### config.mk
export PLATFORM = sky130hd
export DESIGN_NAME = svm_ref_gen
export DESIGN_NICKNAME = d
export VERILOG_FILES = /design/src/rtl/svm_ref_gen.sv
export SDC_FILE = /design/constraint.sdc
export NUM_CORES = 1
export LEC_CHECK = 0
export CAP_MARGIN = 20
export CORE_MARGIN = 1.5
export CORE_UTILIZATION = 65
export CTS_CLUSTER_DIAMETER = 80
export DETAILED_ROUTE_END_ITERATION = 7
export MAX_ROUTING_LAYER = met4
export PLACE_DENSITY_LB_ADDON = 0.25
export SKIP_LAST_GASP = 1
export SLEW_MARGIN = 20
export SYNTH_ARGS = -nofsm -noshare
export SYNTH_HDL_FRONTEND = slang
export SYNTH_SLANG_ARGS = --single-unit
### constraint.sdc
create_clock -name clk -period 14.7 [get_ports clk]
set_clock_uncertainty 0.15 [all_clocks]
set_input_delay 1.47 -clock clk [delete_from_list [all_inputs] [get_ports clk]]
set_output_delay 1.47 -clock clk [all_outputs]
set_load 0.01 [all_outputs]
### src/rtl/svm_ref_gen.sv
// rtl/svm_ref_gen.sv - inverse Clarke with min-max injection, Q1.15 saturation, period-aligned double buffer
module svm_ref_gen #(
  parameter int D_WIDTH = 16,
  parameter int Q_BITS  = 13
) (
  input  logic               clk,
  input  logic               rstb,
  input  logic [D_WIDTH-1:0] alpha,
  input  logic [D_WIDTH-1:0] beta,
  input  logic               in_valid,
  output logic               in_ready,
  input  logic               svm_done,
  output logic [D_WIDTH-1:0] vA,
  output logic [D_WIDTH-1:0] vB,
  output logic [D_WIDTH-1:0] vC,
  output logic               out_valid,
  output logic               sat
);

  localparam int W  = D_WIDTH + 2;
  localparam int SH = D_WIDTH - 1 - Q_BITS;
  localparam int RW = W + SH;
  localparam int PW = 2 * D_WIDTH + 2;
  localparam longint K_L = (64'sd866025404 * (64'sd1 <<< Q_BITS) + 64'sd500000000) / 64'sd1000000000;
  localparam logic [D_WIDTH-1:0] K = D_WIDTH'(K_L);

  typedef enum logic [2:0] {S_IDLE, S_MUL, S_PHASE, S_INJ, S_COMMIT} state_t;

  state_t state, state_n;

  logic [D_WIDTH-1:0] alpha_q, beta_q;
  logic signed [W-1:0] ps, va, vb, vc;
  logic [D_WIDTH-1:0] pend_a, pend_b, pend_c;
  logic               pend_s, pend;

  always_ff @(posedge clk) begin
    if (!rstb) state <= S_IDLE;
    else       state <= state_n;
  end

  always_comb begin
    state_n = state;
    case (state)
      S_IDLE:   if (in_valid) state_n = S_MUL;
      S_MUL:    state_n = S_PHASE;
      S_PHASE:  state_n = S_INJ;
      S_INJ:    state_n = S_COMMIT;
      S_COMMIT: state_n = S_IDLE;
      default:  state_n = S_IDLE;
    endcase
  end

  assign in_ready = rstb && (state == S_IDLE);

  // Taking bits [Q_BITS +: W] of the product is the floor shift, truncated to W.
  logic [PW-1:0]       p_u;
  logic signed [W-1:0] ps_n, ax, h;
  assign p_u  = {{(D_WIDTH+2){beta_q[D_WIDTH-1]}}, beta_q} * {{(D_WIDTH+2){1'b0}}, K};
  assign ps_n = p_u[Q_BITS +: W];
  assign ax   = {{2{alpha_q[D_WIDTH-1]}}, alpha_q};
  assign h    = ax >>> 1;

  logic signed [W-1:0] mx, mn, vo;
  logic signed [W:0]   sum;
  always_comb begin
    mx = va;
    mn = va;
    if (vb > mx) mx = vb;
    if (vc > mx) mx = vc;
    if (vb < mn) mn = vb;
    if (vc < mn) mn = vc;
  end
  assign sum = {mx[W-1], mx} + {mn[W-1], mn};
  assign vo  = -(sum[W:1]);

  function automatic logic [D_WIDTH:0] clip(input logic signed [W-1:0] v);
    logic signed [RW-1:0] r;
    r = RW'(v) <<< SH;
    if (r[RW-1:D_WIDTH-1] == {(RW-D_WIDTH+1){r[RW-1]}})
      return {1'b0, r[D_WIDTH-1:0]};
    return {1'b1, r[RW-1], {(D_WIDTH-1){~r[RW-1]}}};
  endfunction

  logic [D_WIDTH:0] ca, cb, cc;
  logic             s_n;
  assign ca  = clip(va);
  assign cb  = clip(vb);
  assign cc  = clip(vc);
  assign s_n = ca[D_WIDTH] | cb[D_WIDTH] | cc[D_WIDTH];

  always_ff @(posedge clk) begin
    if (!rstb) begin
      alpha_q <= '0; beta_q <= '0;
      ps <= '0; va <= '0; vb <= '0; vc <= '0;
      vA <= '0; vB <= '0; vC <= '0; sat <= 1'b0; out_valid <= 1'b0;
      pend_a <= '0; pend_b <= '0; pend_c <= '0; pend_s <= 1'b0; pend <= 1'b0;
    end else begin
      case (state)
        S_IDLE:  if (in_valid) begin alpha_q <= alpha; beta_q <= beta; end
        S_MUL:   ps <= ps_n;
        S_PHASE: begin va <= ax; vb <= ps - h; vc <= -h - ps; end
        S_INJ:   begin va <= va + vo; vb <= vb + vo; vc <= vc + vo; end
        default: ;
      endcase
      // A fresh result bypasses the buffer whenever svm is not mid-period.
      if (state == S_COMMIT) begin
        out_valid <= 1'b1;
        if (!out_valid || svm_done) begin
          vA <= ca[D_WIDTH-1:0]; vB <= cb[D_WIDTH-1:0]; vC <= cc[D_WIDTH-1:0];
          sat <= s_n; pend <= 1'b0;
        end else begin
          pend_a <= ca[D_WIDTH-1:0]; pend_b <= cb[D_WIDTH-1:0]; pend_c <= cc[D_WIDTH-1:0];
          pend_s <= s_n; pend <= 1'b1;
        end
      end else if (svm_done && pend) begin
        vA <= pend_a; vB <= pend_b; vC <= pend_c; sat <= pend_s; pend <= 1'b0;
      end
    end
  end

endmodule

==> parameters.txt <==
Parameter                              Value

GRT
  Gr ovfl total    0
  Wire length of the first global-routing pass    between 80000 and 90000 um
  Pin count of the biggest net entering global routing    124
  GRT Util Overall    0.360
  Initial antenna violation count    0
  Via count of the first global-routing pass    approximately 17000

Worst hold path
  Hold Crit Depth    2
  Worst min-delay path startpoint    pend_c[15]
  Terminating pin of the worst hold path    pend_c[15]
  Hold/Removal Path Class    flip-flop to flip-flop

Yosys
  Total number of yosys warnings    0
  Fraction of post-synthesis cell area in the top cell type by area    0.212
  Syn Nets    2785
  Number of storage elements in the synthesis netlist    between 200 and 250
  Number of enable flip-flop cells after synthesis    0
  Primary flip-flop cell chosen by synthesis mapping    dfxtp_1
  Post-synthesis instance area    0.0190 sq mm
  Top-count cell post-synth    a21oi_1
  Part of the Yosys area used for sequential elements    0.212
  Syn_area_per_cell    7.93 sq um
  Area contributors post-synth    dfxtp_1, ha_1, fa_1
  Synth async-reset ratio    0
  Netlist cell types    72
  Top cell type by total area after synthesis    dfxtp_1
  Post-Syn Instances    2393
  Top cells by instance count after synthesis    a21oi_1, nor2_1, inv_1, ha_1, dfxtp_1

Cells and area
  Fraction of layout cells with a size suffix above 1    0.0378
  Final antenna diode count    0
  Final std cells w/o fill    between 2000 and 3000
  Final layout net count    between 2000 and 3000
  Sequential cell area    0.00403 sq mm
  FILL cells    2282
  Area of the multi-input gates    0.0135 sq mm
  Area growth from synthesis to layout    10.3%

Critical path
  Arrival time reported for the critical path endpoint    11.05 ns
  Data required, critical path    14.96 ns
  Slowest cell on the critical path    nand2_1
  Reg-to-reg setup timing slack    about 3.9 ns
  Class of the most critical setup path    flip-flop to flip-flop
  Worst R2R End    vb[17]
  Critical path capture point type    flip-flop
  Launching point of the worst reg2reg path    va[17]
  CP Launch Type    flip-flop
  Worst setup path startpoint    va[17]
  FF-to-FF path depth    37
  Maximum fanout count along the critical path    17
  Maximum single-stage delay on the critical path    0.58 ns

Timing
  Setup violators final    0
  Setup TNS    0 ns
  Transition time at the pin with the least slew margin    around 1.1 ns
  Final max-slew violation count    0
  RSZ-0062 raised after global routing    no
  Crit share post-route    0.734
  Count of final hold-check violations    0
  Maximum clock frequency    0.0927 GHz
  Shortest clock period the worst path allows after layout    approximately 11 ns
  Worst slew margin    0.260

Clocking
  Maximum number of buffers from clock root to sink    3
  Postcts setup bufs    0
  Clock tree from TritonCTS    yes
  Worst skew pair latency    about 0.56 ns
  Clock buffer count from CTS    25
  Number of cells upsized or downsized after cts    0
  Clock Tree Root    clkbuf_16
  CTS H-Tree Depth    1
  Clock sinks    201
  CTS clk-pin slew, worst paths    approximately 0.070 ns
  Cts hold-fix bufs    0

Status
  Status    finished, final reports clean

Run
  Max capacitance violation total    0

Die
  Top-level I/O count    between 80 and 90
  Vert. Die Dim    174 um
  Die outline area    0.0302 sq mm
  Width of the die    174 um
  Placeable core area    0.0287 sq mm
  Initial core utilization    0.661
  Std cell rows    62

Routing
  Drt initial violations    1358
  DRC violations left    0
  Number of routed nets with antenna violations    0
  First-pass detailed-route iteration total    6
  Total wire length    roughly 53000 um
  Average detailed-routed wire length per instance    approximately 19 um
  Via density per instance    between 6 and 7
  Number of vias after detailed routing    approximately 17000

Placed design
  Post-DP HPWL    41000 um
  Number of placed instances with taps included    between 2000 and 3000
  Total of buffers placed on input and output ports    86
  Final Wtd Congestion    just under 1
-- final cells by class --
class,instances,share of cell area
Sequential cell,201,0.192
Timing Repair Buffer,108,0.0494
Clock buffer,33,0.0332
Tap cell,384,0.0229
Inverter,280,0.0504
Clock inverter,10,0.00598
Multi-Input combinational cell,1802,0.646
-- worst max-delay path by stage --
| stage | endpoint | slack, ns |
|---|---|---|
| 3_5_place_dp | vb[17] | 4.24 |
| 5_1_grt | vb[17] | 3.25 |
| 4_1_cts | vb[17] | 4.19 |
| 6_report | vb[17] | 3.91 |
| 2_1_floorplan | vb[17] | 5.58 |
| 3_3_place_gp | vb[17] | 4.59 |
-- metrics by stage --
stage / util / instance area [sq um] / hold WS (ns) / setup slack [ns]
2_1_floorplan: - / 19000 / 0.282 / 5.58
3_3_place_gp: 0.700 / 20100 / 0.292 / 4.59
3_5_place_dp: 0.700 / 20100 / 0.297 / 4.24
4_1_cts: 0.729 / 20900 / 0.306 / 4.19
5_1_grt: 0.730 / 20900 / 0.335 / 3.25
6_report: 0.730 / 20900 / 0.307 / 3.91
-- state kept, by name, indices dropped and copies added (netlist names) --
signal     flops
ps            18
va            18
vb            18
vc            18
alpha_q       16
beta_q        16
pend_a        15
pend_b        15
pend_c        15
vA            15
vB            15
vC            15
state          3
out_valid      1
pend           1
pend_s         1
sat            1
-- cells by family after synthesis --
family | Yosys count | synth area share
buffers and inverters | 390 | 0.0777
AOI/OAI and AO/OA | 656 | 0.213
and+or+nand+nor | 647 | 0.152
xor gates and xnor gates | 119 | 0.0553
adders and majority gates | 356 | 0.278
muxes | 24 | 0.0129
DFF | 201 | 0.212
-- worst max-delay path: cells and delay by family (launching register included) --
kind	cells	cell delay [ns]
compound gates	18	4.03
simple gates	11	3.24
mux	2	0.64
flops	1	0.43
xor+xnor	1	0.51
buf+inv	1	0.16
fa+ha+maj	4	1.43
-- per-layer routing --
| metal | track usage | vias to the layer above | share of wire | routed length, um |
|---|---|---|---|---|
| li1 | - | 8245 | - | - |
| met1 | 0.433 | 8159 | 0.41 | 21800 |
| met2 | 0.621 | 589 | 0.49 | 26100 |
| met3 | 0.0431 | 122 | 0.062 | 3310 |
| met4 | 0.127 | 0 | 0.039 | 2070 |
| met5 | - | - | 0 | 0 |
-- cells in the final DEF, fill, tap and decap left out, types with 35 or more instances in the layout --
cell type / n
a21oi_1: 288
nor2_1: 286
inv_1: 278
ha_1: 247
dfxtp_1: 200
nand2_1: 194
fa_1: 109
a211oi_1: 88
xnor2_1: 86
clkdlybuf4s50_1: 86
o21ai_0: 78
o21bai_1: 35
Power is not shown: default switching activity piles up to over one toggle a cycle in this logic, so the estimate is an artifact.
==> RTL edit (same settings) <==
The 5 states of `state_t` get a one-hot encoding in 5 bits.
--- a/src/rtl/svm_ref_gen.sv
+++ b/src/rtl/svm_ref_gen.sv
@@ -24,7 +24,7 @@
   localparam longint K_L = (64'sd866025404 * (64'sd1 <<< Q_BITS) + 64'sd500000000) / 64'sd1000000000;
   localparam logic [D_WIDTH-1:0] K = D_WIDTH'(K_L);
 
-  typedef enum logic [2:0] {S_IDLE, S_MUL, S_PHASE, S_INJ, S_COMMIT} state_t;
+  typedef enum logic [4:0] {S_IDLE = 5'b00001, S_MUL = 5'b00010, S_PHASE = 5'b00100, S_INJ = 5'b01000, S_COMMIT = 5'b10000} state_t;
 
   state_t state, state_n;
 
Check against the original RTL: same outputs for any inputs over 4 cycles, from zero or initial values and one cycle with rstb low; so few cycles prove little.
==> RTL edit against the original RTL <==
- setup slack improved by 0.18 ns
- routed wire length rose by 4.2%
- global-route usage rose by 2.0 points
- sequential cell count rose by 2
- via count rose by 1.7%
- non-clock buffer count did not move
- area after synthesis fell by 0.42%
- hold slack improved by 0.0082 ns
- count of clock-buffer cells in the layout fell by 1
- final area fell by 0.37%
- critical path depth rose by 1
- largest cell class unchanged
Power is left out: it rests on default switching activity, and per cell area and clock period it moved more than threefold.
==> RTL edit: results (changes against the original RTL) <==
status: "finished clean"
yosys-top-cells-count: "a21oi_1, nor2_1, inv_1"
first_global_vias: 17095  # +0.91%
hold_ws_ns: 0.315  # +0.00821 ns
worstHoldStart: "ps[0]"
slew_headroom_pct: 29.2  # +3.2 points
slowest_delay_ns: 0.54  # -0.04 ns
vias_per_cell: 6.20  # +2.1%
worstPathMaxFanout: 36  # +19
drt_pre_antenna_iters: 8  # +2
yosys-top-cells-area: "dfxtp_1, ha_1, fa_1"
drt_iter0_markers: 1423  # +4.8%
drive_gt1_share_pct: 4.00  # +0.22 points
gp_congestion: 1.06  # +6.6%
grt_pass1_wl_mm: 88.7  # +4.4%
ys_seq_area_share_pct: 21.5  # +0.30 points
wl_met1_mm: 22.7  # +4.1%
syn-num-nets: 2769  # -0.57%
placed_cell_area_sq_um: 20100  # -0.26%
die_area_sq_um: 30100  # -0.41%
routed_wl_mm: 55.5  # +4.2%
dr_wl_met2_mm: 26.2  # +0.31%
clock_latency_ns: 0.54  # -0.02 ns
detailed_place_hpwl_mm: 43.4  # +5.8%
dr_wl_met3_mm: 3.69  # +11%
slowest_stage: "or2_2"
rrSetupSlack_ns: 4.09  # +0.18 ns
grt_max_degree: 80  # -35%
-- RTL edit: cell types whose count changed after synthesis, moves of 9 or more --
cell	change
o21ai_0	+26
o211ai_1	-24
inv_1	-20
a21oi_1	+18
a22oi_1	+16
o21bai_1	-16
a211oi_1	-10
o221ai_1	+9
-- RTL edit: per-stage QoR --
| step | std cells | setup WS, ns |
|---|---|---|
| after floorplan | 2377 | 5.88 |
| after global placement | 2764 | 4.60 |
| after detailed placement | 2764 | 4.35 |
| after CTS | 2808 | 4.27 |
| after global routing | 2809 | 3.03 |
| final | 2809 | 4.09 |
-- RTL edit: routing by layer --
layer	vias to the layer above	global-route usage, %
met3	161	4.56
li1	8272	-
met4	0	18.3
met5	-	-
met1	8287	46.5
met2	692	62.6
-- RTL edit: cell type report --
type	instances	area, sq um	area share (%)
antenna	1	2.50	0.0120
timing repair buffer	108	1030	4.92
clock buffer	32	671	3.21
inverter	258	971	4.65
tap	384	480	2.30
multi-input combinational	1811	13500	64.8
sequential	203	4060	19.5
clock inverter	12	136	0.654
-- RTL edit: path summary, 6_finish.rpt --
check,end,cells past startpoint
worst max-delay path,va[17],38
worst min-delay path,ps[0],2
worst max register to register,va[17],38
worst min register to register,ps[0],2
-- RTL edit: cells by family after synthesis --
group	Yosys count	synth area share [%]
compound gates	677	21.7
xor+xnor	118	5.47
fa+ha+maj	356	27.9
buf+inv	363	7.28
flops	203	21.5
mux	18	0.953
simple gates	642	15.2
-- RTL edit: critical path: cells and delay by family (launching register included) --
family	cells	cell delay (ns)
AND/OR/NAND/NOR	12	2.66
flip-flops	1	0.51
adder cells (fa/ha/maj)	4	1.58
XOR/XNOR	2	0.65
buffers and inverters	1	0.14
AO/OA/AOI/OAI	19	4.86
